**src/rtl/sdram_test_pkg.sv**
```systemverilog
// Shared definitions for the SDRAM memory-test traffic generator:
// default widths, the GPIO-visible state encoding and the data pattern.
package sdram_test_pkg;

  localparam int unsigned DEF_ADDR_W = 27;
  localparam int unsigned DEF_DATA_W = 32;

  // Encodings are exported on o_state, so the values are fixed.
  typedef enum logic [2:0] {
    ST_IDLE    = 3'd0,
    ST_WR_REQ  = 3'd1,
    ST_WR_WAIT = 3'd2,
    ST_RD_REQ  = 3'd3,
    ST_RD_WAIT = 3'd4,
    ST_DONE    = 3'd5,
    ST_FAIL    = 3'd6
  } state_e;

  // Word i carries the seed XORed with its index and the index complement,
  // so every word differs from its neighbours in both halves.
  function automatic logic [31:0] pattern_data(input logic [31:0] seed,
                                               input logic [15:0] idx);
    return seed ^ {idx, ~idx};
  endfunction

endpackage

```
**src/rtl/memtest_pattern_gen.sv**
```systemverilog
// Combinational index -> (address, data) mapping of the memory-test pattern.
// Kept separate so a read-only check mode can regenerate the same sequence.
module memtest_pattern_gen
  import sdram_test_pkg::*;
#(
  parameter int unsigned       ADDR_W     = DEF_ADDR_W,
  parameter int unsigned       DATA_W     = DEF_DATA_W,
  parameter logic [ADDR_W-1:0] START_ADDR = '0,
  parameter int unsigned       ADDR_STEP  = 2,
  parameter logic [31:0]       SEED       = 32'h5555_AAAA
) (
  input  logic [31:0]       i_idx,
  output logic [ADDR_W-1:0] o_addr,
  output logic [DATA_W-1:0] o_data
);

  logic [31:0] pat;

  // Address wraps modulo 2^ADDR_W; data is the seeded pattern resized to DATA_W.
  always_comb begin
    o_addr = START_ADDR + ADDR_W'(i_idx * ADDR_STEP);
    pat    = pattern_data(SEED, i_idx[15:0]);
    o_data = DATA_W'(pat);
  end

endmodule

```
**src/rtl/sdram_memtest_seq.sv**
```systemverilog
// Self-checking SDRAM traffic generator: writes a pattern over an address
// window, reads it back, counts mismatches and flags missing acknowledges.
// One request outstanding at a time.
module sdram_memtest_seq
  import sdram_test_pkg::*;
#(
  parameter int unsigned       ADDR_W     = DEF_ADDR_W,
  parameter int unsigned       DATA_W     = DEF_DATA_W,
  parameter logic [ADDR_W-1:0] START_ADDR = '0,
  parameter int unsigned       NUM_WORDS  = 1024,
  parameter int unsigned       ADDR_STEP  = 2,
  parameter logic [31:0]       SEED       = 32'h5555_AAAA,
  parameter int unsigned       TIMEOUT    = 4096
) (
  input  logic              i_clk,
  input  logic              i_rst,
  input  logic              i_start,
  input  logic              i_init_done,
  input  logic              i_ctrl_busy,
  input  logic              i_ctrl_ack,
  input  logic [DATA_W-1:0] i_rd_data,
  output logic              o_adv_n,
  output logic              o_rwn,
  output logic [ADDR_W-1:0] o_addr,
  output logic [DATA_W-1:0] o_wr_data,
  output logic              o_done,
  output logic              o_pass,
  output logic              o_timeout,
  output logic [15:0]       o_err_count,
  output logic [ADDR_W-1:0] o_err_addr,
  output logic [DATA_W-1:0] o_err_data,
  output logic [2:0]        o_state
);

  localparam logic [31:0] LAST_IDX = 32'(NUM_WORDS - 1);
  localparam logic [31:0] TMO_LAST = 32'(TIMEOUT - 1);

  state_e              state_q, state_d;
  logic [31:0]         idx_q, idx_d;
  logic [31:0]         tmo_q, tmo_d;
  logic                rwn_q, rwn_d;
  logic [ADDR_W-1:0]   addr_q, addr_d;
  logic [DATA_W-1:0]   wr_data_q, wr_data_d;
  logic                done_q, done_d;
  logic                pass_q, pass_d;
  logic                timeout_q, timeout_d;
  logic [15:0]         err_cnt_q, err_cnt_d;
  logic [ADDR_W-1:0]   err_addr_q, err_addr_d;
  logic [DATA_W-1:0]   err_data_q, err_data_d;
  logic                adv_n;
  logic                mism;
  logic [ADDR_W-1:0]   gen_addr;
  logic [DATA_W-1:0]   gen_data;

  // Pattern for the index the sequencer moves to, so the request registers
  // already hold the right address/data in the first request cycle.
  memtest_pattern_gen #(
    .ADDR_W     (ADDR_W),
    .DATA_W     (DATA_W),
    .START_ADDR (START_ADDR),
    .ADDR_STEP  (ADDR_STEP),
    .SEED       (SEED)
  ) u_pattern (
    .i_idx  (idx_d),
    .o_addr (gen_addr),
    .o_data (gen_data)
  );

  // Sequencer: next state, index, timeout counter, status and error capture.
  always_comb begin
    state_d    = state_q;
    idx_d      = idx_q;
    tmo_d      = tmo_q;
    done_d     = done_q;
    pass_d     = pass_q;
    timeout_d  = timeout_q;
    err_cnt_d  = err_cnt_q;
    err_addr_d = err_addr_q;
    err_data_d = err_data_q;
    adv_n      = 1'b1;
    // During a read the write-data register holds the expected word.
    mism       = (i_rd_data != wr_data_q);

    unique case (state_q)
      ST_IDLE, ST_DONE, ST_FAIL: begin
        if (i_start && i_init_done) begin
          state_d    = ST_WR_REQ;
          idx_d      = '0;
          tmo_d      = '0;
          done_d     = 1'b0;
          pass_d     = 1'b0;
          timeout_d  = 1'b0;
          err_cnt_d  = '0;
          err_addr_d = '0;
          err_data_d = '0;
        end
      end
      ST_WR_REQ, ST_RD_REQ: begin
        if (!i_ctrl_busy) begin
          adv_n   = 1'b0;
          tmo_d   = '0;
          state_d = (state_q == ST_WR_REQ) ? ST_WR_WAIT : ST_RD_WAIT;
        end
      end
      ST_WR_WAIT: begin
        if (i_ctrl_ack) begin
          if (idx_q == LAST_IDX) begin
            state_d = ST_RD_REQ;
            idx_d   = '0;
          end else begin
            state_d = ST_WR_REQ;
            idx_d   = idx_q + 32'd1;
          end
        end else if (tmo_q == TMO_LAST) begin
          state_d   = ST_FAIL;
          timeout_d = 1'b1;
          done_d    = 1'b1;
        end else begin
          tmo_d = tmo_q + 32'd1;
        end
      end
      ST_RD_WAIT: begin
        if (i_ctrl_ack) begin
          if (mism) begin
            if (err_cnt_q == '0) begin
              err_addr_d = addr_q;
              err_data_d = i_rd_data;
            end
            if (err_cnt_q != 16'hFFFF) begin
              err_cnt_d = err_cnt_q + 16'd1;
            end
          end
          if (idx_q == LAST_IDX) begin
            state_d = ST_DONE;
            done_d  = 1'b1;
            pass_d  = (err_cnt_q == '0) && !mism;
          end else begin
            state_d = ST_RD_REQ;
            idx_d   = idx_q + 32'd1;
          end
        end else if (tmo_q == TMO_LAST) begin
          state_d   = ST_FAIL;
          timeout_d = 1'b1;
          done_d    = 1'b1;
        end else begin
          tmo_d = tmo_q + 32'd1;
        end
      end
      default: state_d = ST_IDLE;
    endcase
  end

  // Request registers reload whenever the sequencer is (or stays) in a
  // request state and hold otherwise, keeping them stable until the ack.
  always_comb begin
    addr_d    = addr_q;
    wr_data_d = wr_data_q;
    rwn_d     = rwn_q;
    if (state_d == ST_WR_REQ || state_d == ST_RD_REQ) begin
      addr_d    = gen_addr;
      wr_data_d = gen_data;
      rwn_d     = (state_d == ST_RD_REQ);
    end
  end

  // State and output registers with synchronous reset.
  always_ff @(posedge i_clk) begin
    if (i_rst) begin
      state_q    <= ST_IDLE;
      idx_q      <= '0;
      tmo_q      <= '0;
      rwn_q      <= 1'b1;
      addr_q     <= '0;
      wr_data_q  <= '0;
      done_q     <= 1'b0;
      pass_q     <= 1'b0;
      timeout_q  <= 1'b0;
      err_cnt_q  <= '0;
      err_addr_q <= '0;
      err_data_q <= '0;
    end else begin
      state_q    <= state_d;
      idx_q      <= idx_d;
      tmo_q      <= tmo_d;
      rwn_q      <= rwn_d;
      addr_q     <= addr_d;
      wr_data_q  <= wr_data_d;
      done_q     <= done_d;
      pass_q     <= pass_d;
      timeout_q  <= timeout_d;
      err_cnt_q  <= err_cnt_d;
      err_addr_q <= err_addr_d;
      err_data_q <= err_data_d;
    end
  end

  assign o_adv_n     = adv_n;
  assign o_rwn       = rwn_q;
  assign o_addr      = addr_q;
  assign o_wr_data   = wr_data_q;
  assign o_done      = done_q;
  assign o_pass      = pass_q;
  assign o_timeout   = timeout_q;
  assign o_err_count = err_cnt_q;
  assign o_err_addr  = err_addr_q;
  assign o_err_data  = err_data_q;
  assign o_state     = state_q;

endmodule

```
**config.mk**
```make
export PLATFORM = sky130hd
export DESIGN_NAME = sdram_memtest_seq
export DESIGN_NICKNAME = d
export VERILOG_FILES = /design/src/rtl/sdram_test_pkg.sv /design/src/rtl/memtest_pattern_gen.sv /design/src/rtl/sdram_memtest_seq.sv
export SDC_FILE = /design/constraint.sdc
export NUM_CORES = 1
export LEC_CHECK = 0
export BUFFER_PORTS_ARGS = -buffer_cell sky130_fd_sc_hd__buf_2
export CORE_AREA = 2 2 162 164
export DETAILED_ROUTE_END_ITERATION = 16
export DIE_AREA = 0 0 164 166
export GPL_ROUTABILITY_DRIVEN = 1
export HOLD_SLACK_MARGIN = 0.03
export PLACE_DENSITY_LB_ADDON = 0.2
export SETUP_SLACK_MARGIN = 0.4
export SLEW_MARGIN = 10
export SYNTH_ARGS = -nofsm -noshare
export SYNTH_HDL_FRONTEND = slang
export SYNTH_HIERARCHICAL = 1
export SYNTH_SLANG_ARGS = --single-unit
```
**constraint.sdc**
```tcl
create_clock -name i_clk -period 3.3 [get_ports i_clk]
set_input_delay 0.66 -clock i_clk [delete_from_list [all_inputs] [get_ports i_clk]]
set_output_delay 0.66 -clock i_clk [all_outputs]
set_load 0.05 [all_outputs]
```
After elaboration in Yosys (flattened, before gate mapping)
Cells that the tools add are included.
{ "totals": {"ramBits": 0, "inputBits": 38, "mem_bits_ro": 0, "latchBits": 0, "mem_count": 0, "reg_bits": 204, "elab_cells": 112} }
{ "op_classes": {"multipliers": 0, "shift": 0, "n_mux": 48, "n_reduce_logical": 20, "n_div": 0, "bitwise_logic": 2, "magnitude_cmp": 0, "add_sub_neg": 3, "n_eq_ne": 26} }
{ "op_table": {"columns": ["operator", "count"], "rows": [
  ["$mux W32", 12],
  ["$pmux W32 S3", 2],
  ["$mux W27", 4],
  ["$add A32 B1 Y32 const B", 2],
  ["$mux W16", 4],
  ["$pmux W32 S2", 1],
  ["$pmux W27 S2", 1],
  ["$eq A32 B10 Y1 const B", 1],
  ["$eq A32 B12 Y1 const B", 1],
  ["$ne A32 B32 Y1", 1],
  ["$not A16 Y16", 2],
  ["$pmux W16 S2", 1],
  ["$ne A2 B2 Y1 const B", 12],
  ["$mux W3", 7],
  ["$reduce_and A5 Y1", 4],
  ["$add A16 B1 Y16 const B", 1],
  ["$logic_not A16 Y1", 1],
  ["$ne A16 B16 Y1 const B", 1],
  ["$pmux W3 S4", 1],
  ["$reduce_and A4 Y1", 3],
  ["$mux W1", 11],
  ["$eq A3 B2 Y1 const B", 3],
  ["$eq A3 B3 Y1 const B", 3],
  ["$eq A3 B1 Y1 const B", 2],
  ["other kinds (13)", 18]
]} }

Longest topological paths before layout
Gate-level depths: netlist of the first run.
{ "logic_depth": {"word_depth": 6, "mapped_depth": 13} }

Cells and area by module
Netlist of the first run, hierarchy kept.
{ "by_module_without_submodules": {"columns": ["mod", "cells_per_inst", "n_inst", "area_per_inst_um2", "seq_area_each_um2"], "rows": [
  ["sdram_memtest_seq", 1214, 1, 10172.3, 4103.9],
  ["memtest_pattern_gen", 60, 1, 416.6, 0.0]
]} }

Least setup slack after synthesis of the first run
No wires, ideal clock.
{ "synth_timing": {"path_type": "register -> register", "startpoint": "reg state_q[2] (netlist: o_state[2])", "endpoint": "reg err_addr_q[0] (netlist: o_err_addr[0])", "arrival_ns": 2.877, "path_slack_ns": 0.351, "period_less_slack_ns": 2.949, "stages_incl_launch_ff": 12, "required_ns": 3.228, "path_cell_list": "dfxtp_1 -> buf_4 -> or3b_1 -> buf_2 -> nor4_2 -> nand2_1 -> or4_1 -> buf_2 -> nand3_4 -> buf_12 -> buf_12 -> mux2i_1"} }
{ "synth_between": {"elab_chain_cells": 4, "word_cells_on_any_way": 12, "cone_classes": "eq/ne (7); mux (1); reduce/logical (4)"} }
{ "synth_lines": {"columns": ["element", "line_no", "source"], "rows": [
  ["from (decl)", "sdram_memtest_seq.sv:38", "state_e state_q, state_d;"],
  ["from (signal assigned)", "sdram_memtest_seq.sv:182", "state_q <= state_d;"],
  ["$eq A3 B3 Y1 / $logic_not A3 Y1 (equally long branches)", "sdram_memtest_seq.sv:84", "unique case (state_q)"],
  ["$reduce_or A3 Y1", "sdram_memtest_seq.sv:84", null],
  ["$ne A2 B2 Y1 (no source line) / $reduce_bool A2 Y1 (equally long branches)", null, null],
  ["$reduce_and A5 Y1 (no source line)", null, null],
  ["to (signal assigned)", "sdram_memtest_seq.sv:192", "err_addr_q <= err_addr_d;"],
  ["to (decl)", "sdram_memtest_seq.sv:48", "logic [ADDR_W-1:0] err_addr_q, err_addr_d;"]
]} }
Several ways; a longest one is shown, not always the timed one.
A chain may end at the register's enable or synchronous reset.

Worst setup path in the final report of the first run
{ "layout_timing": {"startpoint": "reg idx_q[0]", "endpoint": "reg wr_data_q[14] (netlist: o_wr_data[14])"} }
{ "layout_between": {"word_cells_on_any_way": 16, "cone_classes": "add/sub (1); eq/ne (3); mux (10); bitwise (1); reduce/logical (1)"} }
{ "layout_lines": {"columns": ["element", "line_no", "source"], "rows": [
  ["from (decl)", "sdram_memtest_seq.sv:39", "logic [31:0] idx_q, idx_d;"],
  ["from (signal assigned)", "sdram_memtest_seq.sv:183", "idx_q <= idx_d;"],
  ["$add A32 B1 Y32 / $eq A32 B10 Y1 (equally long branches)", null, null],
  ["$mux W32, on equally long branches", "sdram_memtest_seq.sv:133, sdram_memtest_seq.sv:107", null],
  ["$mux W32, on equally long branches", "sdram_memtest_seq.sv:123, sdram_memtest_seq.sv:106", null],
  ["$pmux W32 S3 (*)", "sdram_memtest_seq.sv:84", null],
  ["net idx_d[14]", "sdram_memtest_seq.sv:39", null],
  ["$not A16 Y16 (*)", "sdram_test_pkg.sv:23", "return seed ^ {idx, ~idx};"],
  ["net gen_data[14]", "sdram_memtest_seq.sv:53", "logic [DATA_W-1:0] gen_data;"],
  ["to (signal assigned)", "sdram_memtest_seq.sv:187", "wr_data_q <= wr_data_d;"],
  ["to (decl)", "sdram_memtest_seq.sv:43", "logic [DATA_W-1:0] wr_data_q, wr_data_d;"]
]} }
The timed path passes the listed nets; every way through them passes the cells marked *. The select of a mux whose other input is x is not followed.

==> results of run 1 <==
-- path summary, 6_finish.rpt --
check / startpoint / end / slack, ns / cells past startpoint
worst max-delay path: idx_q[0] / o_wr_data[14] / 0.53 / 11
worst min-delay path: i_rd_data[8] / o_err_data[8] / 0.41 / 3
worst max register to register: idx_q[0] / o_wr_data[14] / 0.53 / 11
worst min register to register: o_err_data[8] / o_err_data[8] / 0.45 / 2
-- placed cells by master (no fill, tap or decap), types with 4 or more instances in the layout --
master / n
nor4_1: 32
a211oi_1: 7
nand3_1: 32
clkbuf_8: 5
o21ai_0: 77
xor2_1: 31
and2_1: 18
or4_1: 15
nand2_1: 133
buf_12: 4
xnor2_1: 20
o21a_1: 6
nor4b_1: 5
clkbuf_16: 24
a31oi_1: 22
ha_1: 5
or2_2: 4
nor3_1: 32
o211ai_1: 45
and4_1: 15
dfxtp_1: 204
o31ai_1: 11
and3_1: 16
nand4_1: 22
buf_4: 46
mux2i_1: 84
buf_2: 178
or3_1: 14
a21oi_1: 48
clkinv_2: 4
a311oi_1: 6
a21o_1: 5
nand2b_1: 4
nor2_1: 112
inv_1: 32
nor3b_1: 6
-- routing by layer --
metal / wire, µm / vias to the layer above
met3: 1573 / 50
met1: 14950 / 4637
met2: 14760 / 277
met4: 673 / 0
li1: - / 4755
met5: 0 / -
-- flip-flops by register name, indices dropped and copies added (netlist names) --
signal,count
o_wr_data,32
o_err_data,32
tmo_q,32
o_pass,1
o_addr,27
o_state,3
o_timeout,1
o_done,1
o_err_addr,27
idx_q,32
o_err_count,16
o_rwn,1
-- stage by stage --
stage / setup slack, ns / cells
floorplan: 0.4996 / 1268
global placement: 0.3929 / 1692
detailed placement: 0.3503 / 1692
CTS: 0.4021 / 1731
global route: 0.3777 / 1732
finish: 0.5253 / 1732
-- layout make-up --
| cell class | instances | area, µm² |
|---|---|---|
| fill | 2499 | 13310 |
| clock inverter | 7 | 51.30 |
| sequential | 205 | 4108 |
| tap | 335 | 419.2 |
| inverter | 32 | 120.1 |
| multi-input combinational | 893 | 5614 |
| timing repair buffer | 228 | 1316 |
| clock buffer | 32 | 680.7 |
-- repair_timing --
| action | 4_1_cts | 5_1_grt |
|---|---|---|
| setup buffers | 0 | 1 |
| resized for setup | 0 | 8 |
| setup endpoints to repair | 0 | 87 |
-- worst reg2reg max path, delay by kind of cell (launching register included) --
family | cells | cell delay [ns]
adder cells (fa/ha/maj) | 1 | 0.24
AND/OR/NAND/NOR | 5 | 1.06
AO/OA/AOI/OAI | 2 | 0.45
flip-flops | 1 | 0.44
buffers and inverters | 2 | 0.31
multiplexers | 1 | 0.13
-- power by group --
part           internal [µW]  total (µW)  switching [µW]
combinational            323        1040             719
sequential              2530        2590            58.4
clock                   1440        2480            1040
total                   4290        6110            1820
==> impl_metrics.ini, run 1 <==
[layout]
stdcell_area_mm2 = 0.01231
fin_nets = 1427
syn_to_final_growth_pct = 16.54
drive_above_1_share_pct = 20.47
finish.utilization_pct = 48.05
diodes = 0

[floorplanning]
fp.dieH_um = 166
start_util_pct = 41.23
die_w_um = 164
die_area_mm2 = 0.02722
rows = 59
io_pins = 180
core_mm2 = 0.02562

[global_routing]
grt_max_degree = 100
grtUsageMet2_pct = 36.28
grt_use_met3_pct = 2.722
busiest_layer = met2
antenna_found_initial = 0
overflow = 0
grt_pass1_vias = 8793
globalRouteMet1Util_pct = 32.23
grt_pass1_wl_um = 49900
grtUsageTotal_pct = 22.56

[routing]
drt_first_iter_violations = 739
num_vias = 9719
viasPerCell = 5.611
routed_wirelength_um = 31960
firstDrtPassIters = 5
ant_nets = 0
drc = 0
avgRoutedWirePerCell_um = 18.45

[clock_tree]
path_clk_slew_ns = 0.06
clock-sinks = 205
clk_latency_ns = 0.51
cts_hold_buf = 0
clockRootBuffer = clkbuf_16
numCtsBuffers = 24
clk_path_buf_depth = 3
htreeDepth = 1
cts_tree = done

[setup_path]
path_delay_family = simple AND/OR/NAND/NOR gates
endpoint_kind = register
worstSetupStartpointType = register
critPathArrivalTime_ns = 3.16
worst_path_largest_cell_delay_ns = 0.44
path_buf_inv = 2
crit_fanout = 7
worstPathRequired_ns = 3.68
crit_type = reg -> reg
worstPathCellList = ha_1 -> and3_1 -> nand4_1 -> nor3_1 -> buf_4 -> a221o_1 -> o21ai_0 -> nand2_1 -> inv_1 -> mux2i_1 -> nor2_1
slowest_stage = dfxtp_1

[synth]
synthesis.nets = 1311
synth.avg_cell_area_um2 = 8.330
syn_area_mm2 = 0.01056
yosysWarningCount = 6
syn-instance-count = 1268

[sta]
setup_tns_ns = 0
clock.fmax_mhz = 360.4
worstMarginPinSlew_ns = 0.8148
slew_headroom_pct = 45.18
fin_crit_ns = 2.775
period_share_pct = 84.08
final_max_slew_viol_count = 0
finalSetupViolCount = 0
grt_setup_unrepaired = true
final-hold-violation-count = 0
fin_hold_ws_ns = 0.4100
fin_worst_skew_ns = 0.01155

[pwr]
ir_drop_mv = 0.3406
power_uw = 6110
p_per_area_mw_per_mm2 = 496.4
p_leak_uw = 0.005038

[placement]
io_buffers = 179
gp_congestion = 0.9162
place_area_mm2 = 0.01153
dpl.hpwl_um = 23230

[run_status]
status = completed

[hold_path]
min_path_type = in -> reg

[run]
maxCapViolCount = 0
(Power assumes the default switching activity.)
==> run 2: changes to the inputs <==
==> constraint.sdc (replaced) <==
create_clock -name i_clk -period 2.6 [get_ports i_clk]
set_input_delay 0.52 -clock i_clk [delete_from_list [all_inputs] [get_ports i_clk]]
set_output_delay 0.52 -clock i_clk [all_outputs]
set_load 0.05 [all_outputs]
==> run 2 against run 1 <==
Highest routed layer unchanged. Combinational power increased by 83%. Cell area increased by 22%. Non-clock buffer count is 167 higher. Clock-buffer cell count shrank 4.
==> impl_metrics.ini, run 2 (synthesis gave the netlist of run 1 again) <==
[sta]
finalSetupViolCount = 0
slew_headroom_pct = 53.07
worstMarginPinSlew_ns = 0.6975
fin_crit_ns = 2.454
final_max_slew_viol_count = 0
final-hold-violation-count = 0
grt_setup_unrepaired = true
fin_hold_ws_ns = 0.2484
period_share_pct = 94.39
clock.fmax_mhz = 407.5
fin_worst_skew_ns = 0.01763

[routing]
ant_nets = 0
drc = 0
routed_wirelength_um = 35880
firstDrtPassIters = 6
viasPerCell = 5.611
num_vias = 10680
avgRoutedWirePerCell_um = 18.86
drt_first_iter_violations = 991

[clock_tree]
clockRootBuffer = clkbuf_16
path_clk_slew_ns = 0.06
numCtsBuffers = 24
clk_path_buf_depth = 3
clock-sinks = 205
htreeDepth = 1
clk_latency_ns = 0.53
cts_tree = done

[layout]
mostFrequentLayoutCells = buf_2 (178), dfxtp_1 (175), buf_4 (153)
fill_cells = 2257
drive_above_1_share_pct = 38.16
regArea_mm2 = 0.004161
fin_nets = 1594
syn_to_final_growth_pct = 41.73
multi_input_area_mm2 = 0.006381
final_common_cell = buf_2

[global_routing]
antenna_found_initial = 1
grt_pass1_vias = 9718
overflow = 0
grt_pass1_wl_um = 53780
grtUsageTotal_pct = 24.52
grt_max_degree = 39

[pwr]
p_leak_uw = 0.006253
ir_drop_mv = 0.4430
power_uw = 8509
p_per_area_mw_per_mm2 = 568.4

[run_status]
status = completed

[placement]
dpl.hpwl_um = 24720
gp_congestion = 0.9381
io_buffers = 179

[setup_path]
crit_fanout = 7
worstSetupStartpointType = register
endpoint_kind = register
crit_type = reg -> reg
critPathArrivalTime_ns = 2.90
worstPathRequired_ns = 3.05

[floorplanning]
core_mm2 = 0.02562
rows = 59
die_area_mm2 = 0.02722
fp.dieH_um = 166
die_w_um = 164
io_pins = 180
start_util_pct = 41.23

[hold_path]
min_path_type = in -> reg

[run]
maxCapViolCount = 0
==> run 2: cell types whose count changed in the layout (fill, tap and decap cells not counted), sizes merged <==
cell and delta:
buf +164, clkinv +6, bufinv +2, clkbuf -1, clkinvlp -1, diode +1
==> run 2: routing by layer <==
metal  track usage, %  routed length, µm  part of all wire [%]  vias up
met2            41.10              17160                    48      380
met1            32.66              15540                    43     5131
li1                 -                  -                     -     5103
met5                0                  0                     0        -
met3            3.996               2208                   6.2       64
met4            6.407                980                   2.7        0
==> run 2: path summary, 6_finish.rpt <==
kind	slack, ns	cells past startpoint	startpoint	end
worst max-delay path	0.15	7	o_wr_data[5]	o_err_data[0]
worst min-delay path	0.25	3	i_rd_data[12]	o_err_data[12]
worst min register to register	0.46	2	o_err_data[7]	o_err_data[7]
worst max register to register	0.15	7	o_wr_data[5]	o_err_data[0]
==> run 2: what timing repair did <==
item | CTS | global route
hold buffers | 0 | 0
cloned | 6 | 3
setup endpoints to repair | 174 | 182
pin swaps | 40 | 78
buffers inserted | 32 | 26
gates resized for setup | 132 | 138
==> run 2: layout make-up <==
class	instances	area share [%]
multi-input cells	893	42.62
flip-flops and latches	205	27.80
repair buffers	395	20.75
clock buffers	28	4.313
well taps	335	2.800
clock inverters	14	0.8943
inverters	32	0.8023
diodes	1	0.01672
==> run 2: critical path, stage by stage, from the launching register on <==
cell and delay (ns):
dfxtp_1 0.35, xor2_1 0.20, nor4_1 0.65, nand2_4 0.09, or4_4 0.54, nand3_4 0.18
clkbuf_16 0.20, mux2i_1 0.17
==> run 2: where the power goes <==
group          leakage [µW]  internal, µW  switching (µW)  total, µW
sequential          0.00167          3210            68.4       3280
combinational       0.00419           805            1100       1900
clock              0.000393          1970            1350       3330
==> run 2: through the flow <==
stage / std cells / util [%] / setup slack [ns] / cell area, µm² / TNS (ns)
2_1_floorplan: 1268 / - / 0.07861 / 10730 / 0
3_3_place_gp: 1793 / 48.84 / -0.01541 / 12510 / -0.1862
3_5_place_dp: 1793 / 48.84 / -0.03740 / 12510 / -0.1511
4_1_cts: 1873 / 55.39 / 0.2080 / 14190 / 0
5_1_grt: 1903 / 58.44 / 0.1063 / 14970 / 0
6_report: 1903 / 58.44 / 0.1459 / 14970 / 0
==> run 3: changes to the inputs <==
--- a/config.mk
+++ b/config.mk
@@ -5,6 +5,7 @@
 export SDC_FILE = /design/constraint.sdc
 export NUM_CORES = 1
 export LEC_CHECK = 0
+export ABC_CLOCK_PERIOD_IN_PS = 2600
 export BUFFER_PORTS_ARGS = -buffer_cell sky130_fd_sc_hd__buf_2
 export CORE_AREA = 2 2 162 164
 export DETAILED_ROUTE_END_ITERATION = 16
@@ -12,7 +13,6 @@
 export GPL_ROUTABILITY_DRIVEN = 1
 export HOLD_SLACK_MARGIN = 0.03
 export PLACE_DENSITY_LB_ADDON = 0.2
-export SETUP_SLACK_MARGIN = 0.4
 export SLEW_MARGIN = 10
 export SYNTH_ARGS = -nofsm -noshare
 export SYNTH_HDL_FRONTEND = slang
==> run 3 against run 2 <==
Routed wire length fell by 2.8%. Critical path depth rose by 5. Clock skew fell by 0.0052 ns. Sequential share of layout area rose by 2.8 points. Hold slack improved by 0.0061 ns. Flip-flop and latch count did not move. Critical path type unchanged. Critical endpoint is now o_err_addr[26]. Highest routed layer unchanged.
==> impl_metrics.ini, run 3 (synthesis gave the netlist of run 1 again) <==
[run_status]
status = completed

[hold_path]
whs_path_depth = 3
holdPathEnd = o_err_data[11]
worstHoldStart = i_rd_data[11]
min_path_type = in -> reg

[pwr]
combPwrFrac_pct = 19.1
ir_drop_mv = 0.4059
p_per_area_mw_per_mm2 = 604.5
power_uw = 8128
switchingPower_uw = 2419
switching_share_pct = 29.76
clockPowerShare_pct = 40.5
p_leak_uw = 0.005691
intPower_uw = 5709
pwr-share-seq_pct = 40.4

[setup_path]
worstPathCellList = buf_4 -> xnor2_2 -> buf_4 -> or2_2 -> buf_4 -> buf_4 -> o21a_2 -> nor2_4 -> buf_12 -> buf_12 -> nand2_1 -> mux2i_1
worstSetupStartpointType = register
worst_path_largest_cell_delay_ns = 0.34
crit_type = reg -> reg
worstPathRequired_ns = 3.05
worstReg2RegEnd = o_err_addr[26]
rr_startpoint = o_state[2]
rr_worst_depth = 12
endpoint_kind = register
crit_fanout = 46
cpMostUsedCell = buf_4
path_buf_inv = 6
slowest_stage = dfxtp_4
critPathArrivalTime_ns = 2.95
reg2reg_setup_slack_ns = 0.1
path_delay_family = buffers and inverters

[routing]
drt_first_iter_violations = 819
routed_wirelength_um = 34900
viasPerCell = 5.562
num_vias = 10330
ant_nets = 0
firstDrtPassIters = 5
drc = 0
avgRoutedWirePerCell_um = 18.79

[global_routing]
antenna_found_initial = 1
grt_pass1_wl_um = 52470
overflow = 0
grt_max_degree = 94
grt_pass1_vias = 9474
grtUsageTotal_pct = 23.93

[clock_tree]
clock-sinks = 205
cts_tree = done
clockRootBuffer = clkbuf_16
clk_latency_ns = 0.53
cts_hold_buf = 0
clk_path_buf_depth = 3
path_clk_slew_ns = 0.06
htreeDepth = 1
numCtsBuffers = 23

[sta]
fin_worst_skew_ns = 0.01243
slew_headroom_pct = 60.18
fin_hold_ws_ns = 0.2545
clock.fmax_mhz = 399.2
worstMarginPinSlew_ns = 0.5898
finalSetupViolCount = 0
final.setup.worst_slack_ns = 0.09515
period_share_pct = 96.34
final_max_slew_viol_count = 0
final-hold-violation-count = 0
fin_crit_ns = 2.505

[layout]
syn_to_final_growth_pct = 27.29
finish.utilization_pct = 52.49
final_common_cell = dfxtp_1
fin_nets = 1547
drive_above_1_share_pct = 27.76
mostFrequentLayoutCells = dfxtp_1 (202), buf_2 (178), buf_4 (159)
stdcell_area_mm2 = 0.01345

[floorplanning]
io_pins = 180
rows = 59
start_util_pct = 41.23
core_mm2 = 0.02562
die_w_um = 164
fp.dieH_um = 166
die_area_mm2 = 0.02722

[placement]
place_ws_ns = -0.08562
place_area_mm2 = 0.01241
io_buffers = 179
gp_congestion = 0.9587
dpl.hpwl_um = 24990

[run]
maxCapViolCount = 0
## run 3: what timing repair did
| action | 4_1_cts | 5_1_grt |
|---|---|---|
| gates cloned | 0 | 5 |
| pin swaps | 0 | 3 |
| gates resized for setup | 5 | 35 |
| setup buffers | 0 | 3 |
| setup endpoints to repair | 73 | 109 |
## run 3: cell type report
type                       count  area, µm²
fill                        2439      12170
multi-input combinational    893       5719
sequential                   205       4115
timing repair buffer         349       2303
clock buffer                  37      699.4
tap                          335      419.2
inverter                      32      120.1
clock inverter                 4      63.81
antenna                        2      5.005
## run 3: worst register-to-register path, stage by stage (launching register included)
cell     delay (ns)
dfxtp_4        0.34
buf_4          0.14
xnor2_2        0.15
buf_4          0.17
or2_2          0.32
buf_4          0.15
buf_4          0.21
o21a_2         0.19
nor2_4         0.16
buf_12         0.14
buf_12         0.23
nand2_1        0.10
mux2i_1        0.13
## run 3: layer usage
layer  part of all wire (%)  vias to the layer above  global-route usage (%)  wire (µm)
met2                     46                      312                   38.55      15930
met1                     45                     4925                   33.22      15860
met4                    3.1                        0                   6.636       1089
met5                      0                        -                  0.1818          0
met3                    5.8                       69                   3.646       2020
li1                       -                     5022                       -          -
## run 3: power groups by stage
stage                     clock network (µW)  logic (µW)  registers [µW]
final                                   3290        1550            3290
after floorplan                            0         723            3580
after global routing                    3480        1640            3290
after CTS                               3360        1420            3290
after global placement                     0        1410            3350
after detailed placement                   0        1420            3360
## run 3: through the flow
| stage | setup TNS (ns) | instances |
|---|---|---|
| 2_1_floorplan | 0 | 1268 |
| 3_3_place_gp | -1.904 | 1806 |
| 3_5_place_dp | -2.592 | 1806 |
| 4_1_cts | 0 | 1847 |
| 5_1_grt | -0.001459 | 1855 |
| 6_report | 0 | 1857 |
## run 3: worst max path at each step
| stage | from | endpoint | slack [ns] | depth (start not counted) |
|---|---|---|---|---|
| floorplan | o_state[2] | tmo_q[20] | 0.01 | 8 |
| global placement | idx_q[28] | o_wr_data[1] | -0.14 | 12 |
| detailed placement | idx_q[26] | o_wr_data[17] | -0.09 | 12 |
| CTS | idx_q[26] | o_wr_data[6] | 0.007 | 11 |
| global route | idx_q[31] | o_addr[16] | -0.001 | 12 |
| finish | o_state[2] | o_err_addr[26] | 0.1 | 12 |
